**config.mk**
```make
export PLATFORM = sky130hd
export DESIGN_NAME = display_mode_engine
export DESIGN_NICKNAME = d
export VERILOG_FILES = /design/src/rtl/display_mode_engine.sv
export SDC_FILE = /design/constraint.sdc
export NUM_CORES = 1
export LEC_CHECK = 0
export ABC_CLOCK_PERIOD_IN_PS = 6250
export CAP_MARGIN = 25
export CORE_AREA = 5 5 117 202
export DETAILED_ROUTE_END_ITERATION = 8
export DIE_AREA = 0 0 122 207
export DONT_BUFFER_PORTS = 1
export HOLD_SLACK_MARGIN = 0.12
export PLACE_DENSITY = 0.35
export SYNTH_ARGS = -nofsm -noshare
export SYNTH_HDL_FRONTEND = slang
export SYNTH_SLANG_ARGS = --single-unit
```
**constraint.sdc**
```tcl
create_clock -name clk -period 6.25 [get_ports clk]
set_clock_uncertainty 0.05 [all_clocks]
set_input_delay 1.875 -clock clk [delete_from_list [all_inputs] [get_ports clk]]
set_output_delay 1.875 -clock clk [all_outputs]
set_load 0.005 [all_outputs]
```
**src/rtl/display_mode_engine.sv**
```systemverilog
// Registered display-mode engine: captures mode/switch data on load and holds packed hex digits.
// Product mode runs a 4-cycle shift-add; count mode runs a divided free-running 16-bit counter.
module display_mode_engine #(
    parameter int          NUM_DIGITS = 4,
    parameter int          IN_W       = 14,
    parameter logic [15:0] ID_VALUE   = 16'h6496,
    parameter int          TICK_DIV   = 50_000_000
) (
    input  logic                    clk,
    input  logic                    rst_n,
    input  logic [2:0]              mode_sel_i,
    input  logic [IN_W-1:0]         slider_i,
    input  logic                    load_i,
    output logic [4*NUM_DIGITS-1:0] digits_o,
    output logic                    busy_o,
    output logic                    valid_o
);
    localparam int DW    = 4 * NUM_DIGITS;
    localparam int DIV_W = $clog2(TICK_DIV);

    localparam logic [1:0] S_IDLE = 2'd0;
    localparam logic [1:0] S_MUL  = 2'd1;
    localparam logic [1:0] S_RUN  = 2'd2;

    logic [1:0]       state_q, state_d;
    logic [3:0]       x_q, x_d, y_q, y_d;
    logic [DW-1:0]    dig_q, dig_d;
    logic             valid_q, valid_d;
    logic             busy_q, busy_d;
    logic [15:0]      cnt_q, cnt_d;
    logic [DIV_W-1:0] div_q, div_d;
    logic [7:0]       acc_q, acc_d;
    logic [1:0]       it_q, it_d;

    logic [5:0] top6;
    logic [4:0] sum5;

    assign top6 = slider_i[IN_W-1 -: 6];
    assign sum5 = {1'b0, slider_i[7:4]} + {1'b0, slider_i[3:0]};

    // Only the nibbles the multiplier consumes are kept; the other modes finish at the load edge.
    always_comb begin
        state_d = state_q;
        x_d     = x_q;
        y_d     = y_q;
        dig_d   = dig_q;
        valid_d = valid_q;
        busy_d  = busy_q;
        cnt_d   = cnt_q;
        div_d   = div_q;
        acc_d   = acc_q;
        it_d    = it_q;

        if (state_q == S_MUL) begin
            acc_d = acc_q + (y_q[it_q] ? (8'({4'b0000, x_q}) << it_q) : 8'd0);
            it_d  = it_q + 2'd1;
            if (it_q == 2'd3) begin
                dig_d   = DW'({x_q, y_q, acc_d});
                valid_d = 1'b1;
                busy_d  = 1'b0;
                state_d = S_IDLE;
            end
        end else if (load_i) begin
            x_d     = slider_i[7:4];
            y_d     = slider_i[3:0];
            valid_d = 1'b1;
            state_d = S_IDLE;
            case (mode_sel_i)
                3'd0: dig_d = DW'(ID_VALUE);
                3'd1: dig_d = DW'(slider_i);
                3'd2: dig_d = DW'({2'b00, top6, 1'b0, top6, 1'b0});
                3'd3: dig_d = DW'({slider_i[7:0], 3'b000, sum5});
                3'd4: begin
                    state_d = S_MUL;
                    busy_d  = 1'b1;
                    valid_d = 1'b0;
                    acc_d   = 8'd0;
                    it_d    = 2'd0;
                end
                3'd5: begin
                    state_d = S_RUN;
                    cnt_d   = 16'd0;
                    div_d   = '0;
                    dig_d   = '0;
                end
                default: dig_d = '0;
            endcase
        end else if (state_q == S_RUN) begin
            if (div_q == DIV_W'(TICK_DIV - 1)) begin
                div_d = '0;
                cnt_d = cnt_q + 16'd1;
                dig_d = DW'(cnt_d);
            end else begin
                div_d = div_q + 1'b1;
            end
        end
    end

    always_ff @(posedge clk or negedge rst_n) begin
        if (!rst_n) begin
            state_q <= S_IDLE;
            x_q     <= '0;
            y_q     <= '0;
            dig_q   <= '0;
            valid_q <= 1'b0;
            busy_q  <= 1'b0;
            cnt_q   <= '0;
            div_q   <= '0;
            acc_q   <= '0;
            it_q    <= '0;
        end else begin
            state_q <= state_d;
            x_q     <= x_d;
            y_q     <= y_d;
            dig_q   <= dig_d;
            valid_q <= valid_d;
            busy_q  <= busy_d;
            cnt_q   <= cnt_d;
            div_q   <= div_d;
            acc_q   <= acc_d;
            it_q    <= it_d;
        end
    end

    assign digits_o = dig_q;
    assign busy_o   = busy_q;
    assign valid_o  = valid_q;
endmodule

```
# Yosys cells after proc, flatten, opt, wreduce, memory -nomap -nowiden
# Index checks and enable logic that the tools add are counted.
# word_totals
regBits	80
out_inout_bits	18
word_cells	77
# classes
addsub	5
n_lt_le_gt_ge	1
n_eq_ne	12
shift	1
n_mux	33
n_bitwise	1
reduce_logical	14
# op_table
op	n
16-bit 2-to-1 mux	7
26-bit 2-to-1 mux	4
16-bit case mux with 5 select lines	1
8-bit 2-to-1 mux	4
26-bit by 1-bit adder with 26-bit output (second input constant)	1
26-bit equality test (second input constant)	1
16-bit by 1-bit adder with 16-bit output (second input constant)	1
2-bit 2-to-1 mux	6
1-bit 2-to-1 mux	9
8-bit adder	1
4-bit AND reduction	2
2-bit nonzero test	4
4-bit by 2-bit left shift with 8-bit output	1
3-bit by 2-bit equality test with 1-bit output (second input constant)	2
3-bit equality test (second input constant)	2
2-bit AND reduction	3
3-bit AND reduction	2
3-bit nonzero test	2
4-bit by 4-bit adder with 5-bit output	1
2-bit equality test (second input constant)	2
2-bit by 1-bit inequality test with 1-bit output (second input constant)	2
2-bit case mux with 2 select lines	1
3-bit by 1-bit equality test with 1-bit output (second input constant)	1
3-bit logical NOT	1
6 further kinds	6

# Depth between registers and ports, before layout
# Gate-level depths: netlist (run 1).
# logic_depth
word_depth	6
mapped_depth	11

# Worst setup path after synthesis (run 1)
# No wires, ideal clock.
# synth_path
kind	input -> register
from	input mode_sel_i[2]
to	register cnt_q[7]
setup_ps	125
arrival_time_ps	3299
setup_slack_ps	2776
cell_stages	7
n_path_buf	2
cell_sequence	buf_2 > nand4b_1 > nor2_1 > nor2_1 > nor2_1 > buf_2 > mux2_2
# synth_between
elab_chain_cells	3
# synth_rtl
element	line	source
from (decl)	11	input logic [2:0] mode_sel_i,
3-bit equality test	68	case (mode_sel_i)
2-bit by 1-bit inequality test with 1-bit output (no source line)	-	
4-bit AND reduction (no source line)	-	
to (signal assigned)	118	cnt_q <= cnt_d;
to (decl)	30	logic [15:0] cnt_q, cnt_d;
# Every way passes these cells.
# A chain may end at the register's enable or synchronous reset.

# Worst setup path after layout (run 1)
# layout_path
from	input mode_sel_i[1]
to	register cnt_q[15]
# Same word-level chain as after synthesis.

==> impl_results.md, run 1 <==
- Gr usage total: 15.5%
- CORE AREA: about 22,000 um2
- Number of synthesized flops with an enable pin: 0
- Ys Warns: 0
- Setup TNS: 0 ns
- P&R area growth vs syn: 9.43%
- CP Data Arrival Time: ~3.9 ns
- # nets final: 596
- CP Data Required Time: about 6.4 ns
- Post-synth net total: approximately 620
- Detailed Routing Iterations Pass 1: 5
- DIE AREA: between 20,000 and 30,000 um2
- Clk root buf: clkbuf_16
- Synth cell types: 76
- Slowest cell on crit path: or2_2
- Clk_lat worst skew: about 0.36 ns
- Setup repair after global routing missed its margin: no
- Synthesized area: ~5300 um2
- Slew of the pin with the lowest slew margin: about 1.1 ns
- Avg Cell Area, Syn: between 9 and 10 um2
- Max-slew violations: 0
- Maximum capacitance violations: 0
- I/O Buffers: 0
- Slew headroom: approximately 29%
- Drt wl/cell: 21.8 um
- Top Ports: 38
- Worst Hold Class: register to register
- First-pass GRT wire length: a little under 30,000 um
- Resized cells post-CTS: 0
- Total CTS buffers: 9
- Vias: about 4,500
- CTS max path bufs: 2
- Outcome: completed
- Fmax: 268 MHz
- Async SR Flop Fraction: 100%
- Hold Slack: 0.434 ns
- Cell count after synthesis: ~580
- Worst path max stage delay: 0.55 ns
- Leak: between 2 and 2.5 nW
- Worst path buffer plus inverter count: 0
- Startpoint Class: input port
- Postcts setup bufs: 0
- Number of global-route vias before repair: approximately 4,600
- Final setup fails: 0
- Die H: between 200 and 250 um
- Rows: a little over 70
- Initial drt markers: roughly 210
- Worst vdd ir: between 0.1 and 0.15 mV
- CP Cell Sequence: nand4b_1 > nor2_1 > or2_2 > nand2_1 > a221o_1
- Period utilisation layout: between 50% and 60%
- Worst-path clk slew: about 0.06 ns
- Via-per-instance ratio: around 5.2
- Min Clock Period, post-route: between 3 and 4 ns
- Pin count of the biggest net entering global routing: 81
- Final hold vios: 0
- H-Tree Depth: 3
- Main synth FF type: dfrtp_1
- Final RePlAce weighted congestion: just under 0.8
- PwrDens: 286 nW/um2
- DP Wirelength: between 10,000 and 15,000 um
- TritonCTS Sinks: 80
- Starting Density: around a quarter
- Crit-path max FO: 28
- Sequential area share after synthesis: between 30% and 40%
- Grt ovf: 0
- Drt total wl: 18,800 um
- Crit. End Element: register
- CTS tree: built
- Antenna-violating nets left: 0
- DRC viols: 0
- Synth Register Bits: 80
- Layout cell share with drive strength beyond 1: between 10% and 20%
- Hold buffer count at CTS: 0
- Antenna violations before repair: 0
- N_diodes: 0
- Die Wd: ~120 um
- Cell family with most CP delay: simple AND/OR/NAND/NOR gates
- Setup CP Type: input port to register
==> worst paths after layout <==
kind	start	to	slack, ns	cells after the start
max in group asynchronous	rst_n	digits_o[14]$_DFFE_PN0P_	4.84	0
min reg2reg	acc_q[5]$_DFFE_PN0P_	acc_q[5]$_DFFE_PN0P_	0.43	2
min in group asynchronous	rst_n	div_q[19]$_DFFE_PN0P_	1.16	0
min	acc_q[5]$_DFFE_PN0P_	acc_q[5]$_DFFE_PN0P_	0.43	2
max reg2reg	it_q[0]$_DFFE_PN0P_	digits_o[5]$_DFFE_PN0P_	3.08	8
max	mode_sel_i[1]	cnt_q[15]$_DFFE_PN0P_	2.51	5
==> cells in the final DEF, fill, tap and decap left out, types with 4 or more instances in the layout <==
cell type and instances:
dfrtp_1 80, nand2_1 60, o21ai_0 50, nor2_1 34, mux2_2 23, a31oi_1 23
nand3_1 21, a21oi_1 20, nor3_1 14, inv_1 14, ha_1 14, mux2i_1 13
nor2b_1 9, xor2_1 9, clkbuf_16 9, nand4_1 8, o22ai_1 7, nand2b_1 7
and3_1 7, or3_1 7, a22o_1 7, or4_1 7, and2_1 6, mux2_4 6
o31ai_1 6, and4_1 5, nor4_1 5, a21o_1 5, a22oi_1 4, o21bai_1 4
a211oi_1 4, o2111ai_1 4, buf_4 4
==> cell type report <==
| cell class | count | area [um2] |
|---|---|---|
| multi-input cells | 451 | 3080 |
| flip-flops and latches | 80 | 2000 |
| clock inverters | 6 | 70.1 |
| clock buffers | 10 | 229 |
| repair buffers | 4 | 30.0 |
| inverters | 14 | 52.6 |
| well taps | 296 | 370 |
| fillers | 2349 | 16100 |
==> power breakdown <==
part | internal, W | switching [W]
registers | 0.000602 | 0.000112
clock network | 0.000311 | 0.000235
logic | 0.000181 | 0.000227
==> per-layer routing <==
layer,GRT usage (%),vias to the layer above,part of all wire (%)
li1,-,2138,-
met1,15.0,2257,34
met2,30.2,87,59
met3,2.13,28,2.4
met4,8.47,0,4.6
met5,0,-,0
==> kinds of logic after synthesis <==
group                    Yosys count  synth area share, %
AO/OA/AOI/OAI                    167                 20.6
adder cells (fa/ha/maj)           16                 4.03
multiplexers                      43                 9.40
buffers and inverters             52                 4.74
flip-flops                        80                 37.5
AND/OR/NAND/NOR                  213                 21.7
XOR/XNOR                          12                 1.97
==> worst register-to-register path, cell delays in order (launching register included) <==
cell	delay, ns
dfrtp_1	0.63
mux4_2	0.59
and2_1	0.18
ha_1	0.36
o21ai_0	0.11
o21bai_1	0.23
mux2i_1	0.11
a311oi_1	0.58
a31oi_1	0.16
==> Yosys cell counts (all sizes together), types with 3 or more instances <==
library cell	n	area, um2
a211oi	4	30.0
a21o	5	37.5
a21oi	22	114
a221o	3	30.0
a22o	7	61.3
a22oi	4	30.0
a31oi	23	144
a41oi	3	26.3
and2	6	37.5
and3	8	55.1
and4	6	55.1
buf	19	126
clkbuf	19	73.8
dfrtp	80	2000
ha	14	175
inv	14	52.6
mux2	29	349
mux2i	13	130
nand2	60	225
nand2b	7	43.8
nand3	22	115
nand4	9	62.6
nor2	34	128
nor2b	9	56.3
nor3	14	70.1
nor4	8	77.6
o2111ai	4	35.0
o211ai	3	22.5
o21ai	51	259
o21bai	4	30.0
o22ai	7	43.8
o311ai	4	42.6
o31ai	6	45.0
or2	4	25.0
or3	7	43.8
or4	8	63.8
xnor2	3	26.3
xor2	9	78.8
==> stage by stage <==
stage | instances | setup slack [ns] | instance area [um2] | util (%) | total power, W
finish | 861 | 2.51 | 5840 | 26.7 | 0.00167
global route | 861 | 2.34 | 5840 | 26.7 | 0.00178
CTS | 861 | 2.54 | 5840 | 26.7 | 0.00170
detailed placement | 845 | 2.16 | 5540 | 25.3 | 0.00114
global placement | 845 | 2.19 | 5540 | 25.3 | 0.00114
floorplan | 583 | 2.78 | 5340 | - | 0.00101
==> sequential cells by signal, summed over array words and instances (netlist names) <==
name,flops
acc_q,8
busy_o,1
cnt_q,16
digits_o,16
div_q,26
it_q,2
state_q,2
valid_o,1
x_q,4
y_q,4
Power figures use the tool's default switching activity.
==> run 2, diff against run 1 <==
- ABC_CLOCK_PERIOD_IN_PS: 6250 -> 3700
- clock period: 6.25 -> 3.7 ns (I/O delays scaled with it)
==> impl_results.md, run 2 (synthesis results as in run 1) <==
- Worst-path clk slew: 0.07 ns (about the same)
- Final setup fails: 0 (unchanged)
- First-pass GRT wire length: 28,400 um (-1.9%)
- Die Wd: 122 um (unchanged)
- Met2 Use GR: 28.7% (-1.5 points)
- Starting Density: 24.4% (unchanged)
- Period utilisation layout: 89.8%
- Hold Slack: 0.400 ns (-0.0340 ns)
- Drt total wl: 18,600 um (-0.73%)
- Maximum capacitance violations: 0 (unchanged)
- Post-route cell area: 5920 um2 (+1.4%)
- CTS max path bufs: 2 (unchanged)
- Cell Area, Placed: 5600 um2 (+1.1%)
- Initial drt markers: 240 (+12%)
- N_diodes: 0 (unchanged)
- Leak: 2.40 nW (+2.6%)
- Area of the multi-input gates: 3080 um2 (unchanged)
- Max-slew violations: 0 (unchanged)
- Worst Hold Class: input port to asynchronous set/reset pin
- Rows: 72 (unchanged)
- Total CTS buffers: 9 (unchanged)
- Sequential Power Share: 41.5% (-1.3 points)
- Antenna-violating nets left: 0 (unchanged)
- DIE AREA: 25,300 um2 (unchanged)
- Crit. End Element: register
- Postcts setup bufs: 0 (unchanged)
- CP Data Arrival Time: 3.46 ns (-0.45 ns)
- Fmax: 301 MHz
- Resized cells post-CTS: 0 (unchanged)
- Die H: 207 um (unchanged)
- Startpoint Class: register
- Clk root buf: clkbuf_16
- Worst vdd ir: 0.152 mV (+51%)
- H-Tree Depth: 3 (unchanged)
- TritonCTS Sinks: 80 (unchanged)
- CP Cell Sequence: mux4_2 > and2_1 > ha_1 > o21ai_0 > o21bai_1 > mux2i_1 > a311oi_1 > a31oi_1
- Outcome: completed
- Cell family with most CP delay: compound AO/OA/AOI/OAI gates
- Place WS: 0.417 ns (-1.74 ns)
- Slowest cell on crit path: a311oi_1
- Min Clock Period, post-route: ~3.3 ns
- Layout cell share with drive strength beyond 1: 13.1% (+1.3 points)
- Internal: 0.00194 W (+77%)
- Antenna violations before repair: 0 (unchanged)
- # nets final: 604 (+1.3%)
- Clk_lat worst skew: 0.35 ns (about the same)
- Slew of the pin with the lowest slew margin: 0.877 ns (-0.176 ns)
- WP depth: 8 (+3)
- Vias: 4,531 (+0.47%)
- Largest reg by FF count: div_q
- DRC viols: 0 (unchanged)
- Worst path buffer plus inverter count: 0 (unchanged)
- P_sw: 0.000966 W (+68%)
- FF-to-FF path depth: 8 (unchanged)
- Final RePlAce weighted congestion: 0.811 (+5.0%)
- I/O Buffers: 0 (unchanged)
- Detailed Routing Iterations Pass 1: 5 (unchanged)
- PwrDens: 490 nW/um2 (+72%)
- Setup repair after global routing missed its margin: no
- Largest register FFs: 26 (unchanged)
- Setup TNS: 0 ns (unchanged)
- Pin count of the biggest net entering global routing: 81 (unchanged)
- Final hold vios: 0 (unchanged)
- Grt ovf: 0 (unchanged)
- Sw Share: 33.3% (-1.1 points)
- Top Ports: 38 (unchanged)
- Met3 usage: 2.27% (+0.14 points)
- P&R area growth vs syn: 11.0%
- Final core utilization: 27.0% (+0.37 points)
- Most frequent cells in the layout: 80 x dfrtp_1, 60 x nand2_1, 50 x o21ai_0
- CTS tree: built
- Clock Power Share: 34.2% (+1.5 points)
- Logic pwr share: 24.3% (-0.2 points)
- CORE AREA: 21,900 um2 (unchanged)
- Setup WS post-layout: 0.376 ns (-2.14 ns)
- Crit-path max FO: 16 (-43%)
- Gr usage total: 15.0% (-0.45 points)
- Slew headroom: 41.5% (+13 points)
- Commonest non-fill, non-tap cell in the layout: dfrtp_1
- Worst path max stage delay: 0.69 ns (+0.14 ns)
- Number of global-route vias before repair: 4,548 (-1.4%)
- Filler cells: 2,302 (-2.0%)
- Seq. cell area: 2000 um2 (unchanged)
- CP Data Required Time: 3.83 ns (-2.60 ns)
- Hold buffer count at CTS: 0 (unchanged)
- DP Wirelength: 14,000 um (-1.9%)
- Drt wl/cell: 21.5 um (-1.5%)
- Setup CP Type: register to register
- Via-per-instance ratio: 5.22 (-0.34%)
- GR peak layer: met2
- Met1 Track Usage GR: 15.4% (+0.43 points)
run 2: final cells by class:
type	instances	share of cell area, %
multi-input combinational	451	52.1
sequential	80	33.8
tap	296	6.26
clock buffer	10	4.04
timing repair buffer	12	1.52
clock inverter	5	1.37
inverter	14	0.888
run 2: through the flow:
step / std cells / total power (W)
floorplan: 583 / 0.00171
global placement: 853 / 0.00193
detailed placement: 853 / 0.00194
CTS: 868 / 0.00295
global route: 868 / 0.00307
finish: 868 / 0.00290
run 2: path summary, 6_finish.rpt:
| path | start | end | slack (ns) |
|---|---|---|---|
| worst min-delay path | rst_n | div_q[18]$_DFFE_PN0P_ | 0.40 |
| min in group clk | acc_q[5]$_DFFE_PN0P_ | acc_q[5]$_DFFE_PN0P_ | 0.44 |
| worst min register to register | acc_q[5]$_DFFE_PN0P_ | acc_q[5]$_DFFE_PN0P_ | 0.44 |
| worst max-delay path | it_q[0]$_DFFE_PN0P_ | digits_o[5]$_DFFE_PN0P_ | 0.38 |
| max in group asynchronous | rst_n | cnt_q[14]$_DFFE_PN0P_ | 3.06 |
| worst max register to register | it_q[0]$_DFFE_PN0P_ | digits_o[5]$_DFFE_PN0P_ | 0.38 |
run 2: worst reg2reg max path, delay by kind of cell (launching register included):
family	cells	cell delay, ns
multiplexers	2	0.71
adder cells (fa/ha/maj)	1	0.36
flip-flops	1	0.63
AND/OR/NAND/NOR	1	0.16
AO/OA/AOI/OAI	4	1.24
run 2: power by group through the flow:
stage / clock network (W) / logic [W] / registers (W)
CTS: 0.00102 / 0.000717 / 0.00121
detailed placement: 0 / 0.000714 / 0.00123
floorplan: 0 / 0.000576 / 0.00113
finish: 0.000993 / 0.000705 / 0.00120
global route: 0.00106 / 0.000785 / 0.00123
global placement: 0 / 0.000706 / 0.00123
run 2: layer usage:
metal | vias to the layer above | wire length (um) | part of all wire, %
met5 | - | 0 | 0
met4 | 0 | 785 | 4.2
met3 | 30 | 422 | 2.3
met2 | 73 | 10600 | 57
met1 | 2264 | 6830 | 37
li1 | 2164 | - | -
